<file path="src/rtl/fifo_read_ctrl.sv">
// Read-side controller for the dual-pointer FIFO: owns the read pointer, derives empty
// from the synchronised Gray write pointer, and presents a registered FWFT valid/ready stage.
module fifo_read_ctrl #(
    parameter int WIDTH        = 8,
    parameter int PTR_WIDTH    = 4,
    parameter int DEPTH        = 8,
    parameter int ALMOST_EMPTY = 2
) (
    input  logic                 read_clk,
    input  logic                 read_rst_in,
    input  logic [PTR_WIDTH-1:0] write_ptr_gray_sync_in,
    input  logic [WIDTH-1:0]     data_read_in,
    output logic [PTR_WIDTH-1:0] read_addr_out,
    output logic [PTR_WIDTH-1:0] read_ptr_gray_out,
    output logic                 empty_out,
    output logic                 almost_empty_out,
    output logic [PTR_WIDTH-1:0] level_out,
    output logic [WIDTH-1:0]     data_out,
    output logic                 valid_out,
    input  logic                 ready_in
);

    localparam logic [PTR_WIDTH-1:0] AE_LEVEL = PTR_WIDTH'(ALMOST_EMPTY);

    if (DEPTH != (1 << (PTR_WIDTH - 1))) begin : g_depth_check
        $error("fifo_read_ctrl: DEPTH must equal 2**(PTR_WIDTH-1)");
    end

    function automatic logic [PTR_WIDTH-1:0] bin2gray(input logic [PTR_WIDTH-1:0] b);
        return b ^ (b >> 1);
    endfunction

    function automatic logic [PTR_WIDTH-1:0] gray2bin(input logic [PTR_WIDTH-1:0] g);
        logic [PTR_WIDTH-1:0] b;
        b[PTR_WIDTH-1] = g[PTR_WIDTH-1];
        for (int i = PTR_WIDTH - 2; i >= 0; i--) begin
            b[i] = b[i+1] ^ g[i];
        end
        return b;
    endfunction

    logic [PTR_WIDTH-1:0] rptr_bin_p0;
    logic [PTR_WIDTH-1:0] rptr_gray_p0;
    logic [PTR_WIDTH-1:0] rptr_bin_nxt;
    logic [PTR_WIDTH-1:0] rptr_gray_nxt;
    logic                 pop;

    // Pop whenever memory holds data and the output register is free or being drained.
    always_comb begin
        pop           = !empty_out && (!valid_out || ready_in);
        rptr_bin_nxt  = rptr_bin_p0 + PTR_WIDTH'(pop);
        rptr_gray_nxt = bin2gray(rptr_bin_nxt);
    end

    // Stage p0: pointer, empty flag and output register.
    always_ff @(posedge read_clk) begin
        if (read_rst_in) begin
            rptr_bin_p0  <= '0;
            rptr_gray_p0 <= '0;
            empty_out    <= 1'b1;
            valid_out    <= 1'b0;
            data_out     <= '0;
        end else begin
            rptr_bin_p0  <= rptr_bin_nxt;
            rptr_gray_p0 <= rptr_gray_nxt;
            // Compare post-pop pointer so empty never lags a pop by a cycle.
            empty_out    <= (rptr_gray_nxt == write_ptr_gray_sync_in);
            if (pop) begin
                data_out  <= data_read_in;
                valid_out <= 1'b1;
            end else if (ready_in) begin
                valid_out <= 1'b0;
            end
        end
    end

    always_comb begin
        read_addr_out     = rptr_bin_p0;
        read_ptr_gray_out = rptr_gray_p0;
        level_out         = gray2bin(write_ptr_gray_sync_in) - rptr_bin_p0;
        almost_empty_out  = (level_out <= AE_LEVEL);
    end

endmodule

</file>
<file path="config.mk">
export PLATFORM = sky130hd
export DESIGN_NAME = fifo_read_ctrl
export DESIGN_NICKNAME = d
export VERILOG_FILES = /design/src/rtl/fifo_read_ctrl.sv
export SDC_FILE = /design/constraint.sdc
export NUM_CORES = 1
export LEC_CHECK = 0
export ABC_CLOCK_PERIOD_IN_PS = 4100
export BUFFER_PORTS_ARGS = -buffer_cell sky130_fd_sc_hd__buf_2
export CAP_MARGIN = 20
export CORE_ASPECT_RATIO = 1.25
export CORE_MARGIN = 2
export CORE_UTILIZATION = 35
export DETAILED_ROUTE_END_ITERATION = 8
export SETUP_SLACK_MARGIN = 0.2
export SYNTH_ARGS = -nofsm -noshare
export SYNTH_HDL_FRONTEND = slang
export SYNTH_SLANG_ARGS = --single-unit
</file>
<file path="constraint.sdc">
create_clock -name read_clk -period 4.1 [get_ports read_clk]
set_clock_uncertainty 0.1 [all_clocks]
set_input_delay 1.23 -clock read_clk [delete_from_list [all_inputs] [get_ports read_clk]]
set_output_delay 1.23 -clock read_clk [all_outputs]
set_load 0.05 [all_outputs]
</file>
==> flow_metrics.tcl <==
set metrics [dict create \
    cp_max_fo 2 \
    end_kind "primary output" \
    clk_pin_slew_worst_paths_ns 0.09 \
    clk_latency_ns 0.28 \
    grt_first_pass_wirelength_um 2830 \
    ys_seq_area_share_pct 40.2 \
    max-slew-margin-rel_pct 77.3 \
    postCtsHoldBufs 0 \
    route.detailed.drc 0 \
    placement_rows 19 \
    cts_tree "done" \
    vias_per_cell 4.53 \
    max_stage_delay_ns 0.50 \
    hpwl_um 1360 \
    synth_nets 107 \
    final_area_mm2 0.00127 \
    pre_cts_slack_ns -0.494 \
    violations "negative setup slack" \
    portBuffers 37 \
    gp_congestion 0.673 \
    syn_area_um2 846 \
    cts.sinks 17 \
    die_w_um 48.0 \
    nets 153 \
    vias 734 \
    io_pins 38 \
    p_sw_share_pct 48.4 \
    wl_per_cell_um 10.8 \
    n_antenna_cell 0 \
    ant_nets 0 \
    routed_wl_um 1740 \
    power_frac_clock_pct 10.4 \
    p_comb_share_pct 63.9 \
    fillCellCount 231 \
    die_h_um 59.0 \
    cts_root_buf "clkbuf_4" \
    tns_ns -0.779 \
    ys_types 26 \
    rsz0062_at_grt "yes" \
    setup_viol 4 \
    min_path_type "reg2reg" \
    p_sw_w 0.000408 \
    grtUsageTotal_pct 14.1 \
    layout_common_cells "30 x buf_2, 17 x dfxtp_1, 12 x nor2_1" \
    fmaxAchievable_ghz 0.226 \
    overflow 0 \
    place_area_mm2 0.00117 \
    fin_ws_ns -0.329 \
    final_common_cell "buf_2" \
    pwr-share-seq_pct 25.7 \
    outcome "complete, but fails checks" \
    drt_pass1_iterations 2 \
    grt_pass1_vias 702 \
    ys_ff_latch 17 \
    netlist_instances 86 \
    area_growth_pct 50.6 \
    yosys_warnings 0 \
    cp-start-kind "primary input" \
    slew_viol_final 0 \
    coreArea_mm2 0.00223 \
    grt_max_degree 18 \
    start_util_pct 37.8 \
    critical_path_class "in2out" \
    powerDensity_mw_per_mm2 662 \
    dr.first_iter.drc_count 13 \
    finalCriticalPeriod_ns 4.43 \
    die_area_mm2 0.00283 \
    finalHoldViolCount 0 \
    max-vdd-ir-drop_v 0.000396 \
    required_ns 2.77 \
    utilization_pct 57.0 \
    cp_cell_sequence "buf_8 > xor2_4 > xor2_2 > xnor2_1 > ha_2 > inv_2 > fa_2 > a221oi_4 > buf_6" \
    finalCritPeriodShare_pct 108 \
    p_int_w 0.000435 \
    maxCapViolCount 0 \
    p_leak_nw 0.625 \
    crit_slowest_cell "fa_2" \
    grt_antenna_before_repair 0 \
    avgSynthCellArea_um2 9.84 \
    htreeDepth 1 \
    tightest_slew_ns 0.341 \
    hold_ws_ns 0.363 \
    clock_path_buffers 2 \
    cts_made_buffers 3 \
    arrival_ns 3.10 \
    layout-drive-gt1-share_pct 46.6 \
]
[cell type report]
class	instances	area, um2	share of cell area (%)
clock buffer	4	26.3	2.06
tap	31	38.8	3.05
inverter	6	22.5	1.77
sequential	17	340	26.7
multi-input combinational	59	542	42.5
timing repair buffer	45	304	23.9
[critical path, delay by kind of cell]
kind,cells,cell delay [ns]
fa+ha+maj,2,0.70
buf+inv,3,0.34
xor+xnor,3,0.52
compound gates,1,0.30
[cell families (layout without fill, tap and decap cells)]
kind of cell,after synthesis,in the layout,synth area share (%)
AO/OA/AOI/OAI,8,8,7.25
XOR/XNOR,12,12,13.3
adder cells (fa/ha/maj),6,6,9.76
buffers and inverters,10,55,5.03
flip-flops,17,17,40.2
multiplexers,9,9,10.7
AND/OR/NAND/NOR,24,24,13.8
[stage by stage]
stage	total power [W]	std cells
global placement	0.000703	157
CTS	0.000852	162
detailed placement	0.000709	157
finish	0.000843	162
floorplan	0.000616	86
global route	0.000895	162
[Yosys cell counts]
| master | number | area (um2) |
|---|---|---|
| inv_1 | 6 | 22.5 |
| buf_2 | 1 | 5.00 |
| fa_1 | 1 | 20.0 |
| clkbuf_1 | 2 | 7.51 |
| or2_1 | 1 | 6.26 |
| buf_4 | 1 | 7.51 |
| xnor2_1 | 5 | 43.8 |
| nand2_1 | 1 | 3.75 |
| o211a_1 | 1 | 10.0 |
| a21oi_1 | 2 | 10.0 |
| dfxtp_1 | 17 | 340 |
| o21ai_0 | 1 | 5.00 |
| a21o_1 | 1 | 7.51 |
| and2_1 | 2 | 12.5 |
| ha_1 | 5 | 62.6 |
| a211oi_2 | 1 | 12.5 |
| nand3_1 | 2 | 10.0 |
| a211oi_1 | 1 | 7.51 |
| a221oi_1 | 1 | 8.76 |
| nand2b_1 | 1 | 6.26 |
| and2_2 | 1 | 7.51 |
| nor2_1 | 12 | 45.0 |
| nor2b_1 | 4 | 25.0 |
| xor2_1 | 6 | 52.6 |
| mux2i_1 | 9 | 90.1 |
| xor2_2 | 1 | 16.3 |
[power by group through the flow]
stage	logic (W)	clock network (W)	registers [W]
final	0.000539	0.0000881	0.000216
after global routing	0.000575	0.0000985	0.000221
after CTS	0.000542	0.0000924	0.000217
after detailed placement	0.000489	0	0.000220
after global placement	0.000483	0	0.000220
after floorplan	0.000281	0	0.000335
[state kept, by name (all words and copies together), names as in the netlist]
signal	flops
valid_out	1
read_ptr_gray_out	3
empty_out	1
read_addr_out	4
data_out	8
[path summary, 6_finish.rpt]
kind | start | endpoint | slack, ns | cells past startpoint
setup / recovery | write_ptr_gray_sync_in[3] | almost_empty_out | -0.33 | 9
hold / removal | empty_out | valid_out | 0.36 | 1
setup reg to reg | valid_out | empty_out | 1.93 | 9
hold reg to reg | empty_out | valid_out | 0.36 | 1
[timing repair]
item / in CTS / in global routing
gates resized for setup: 20 / 3
pin swaps: 6 / 7
setup buffers: 1 / 0
setup endpoints to repair: 4 / 5
[layer usage]
metal  vias to the layer above  part of all wire (%)  track usage [%]  wire, um
met5                         -                     0                0         0
li1                        365                     -                -         -
met3                         2                   3.6             1.84        62
met2                        23                    54             23.2       944
met1                       344                    41             16.9       718
met4                         0                   1.0             8.11        18
No activity file was read; power rests on OpenSTA's default activity.
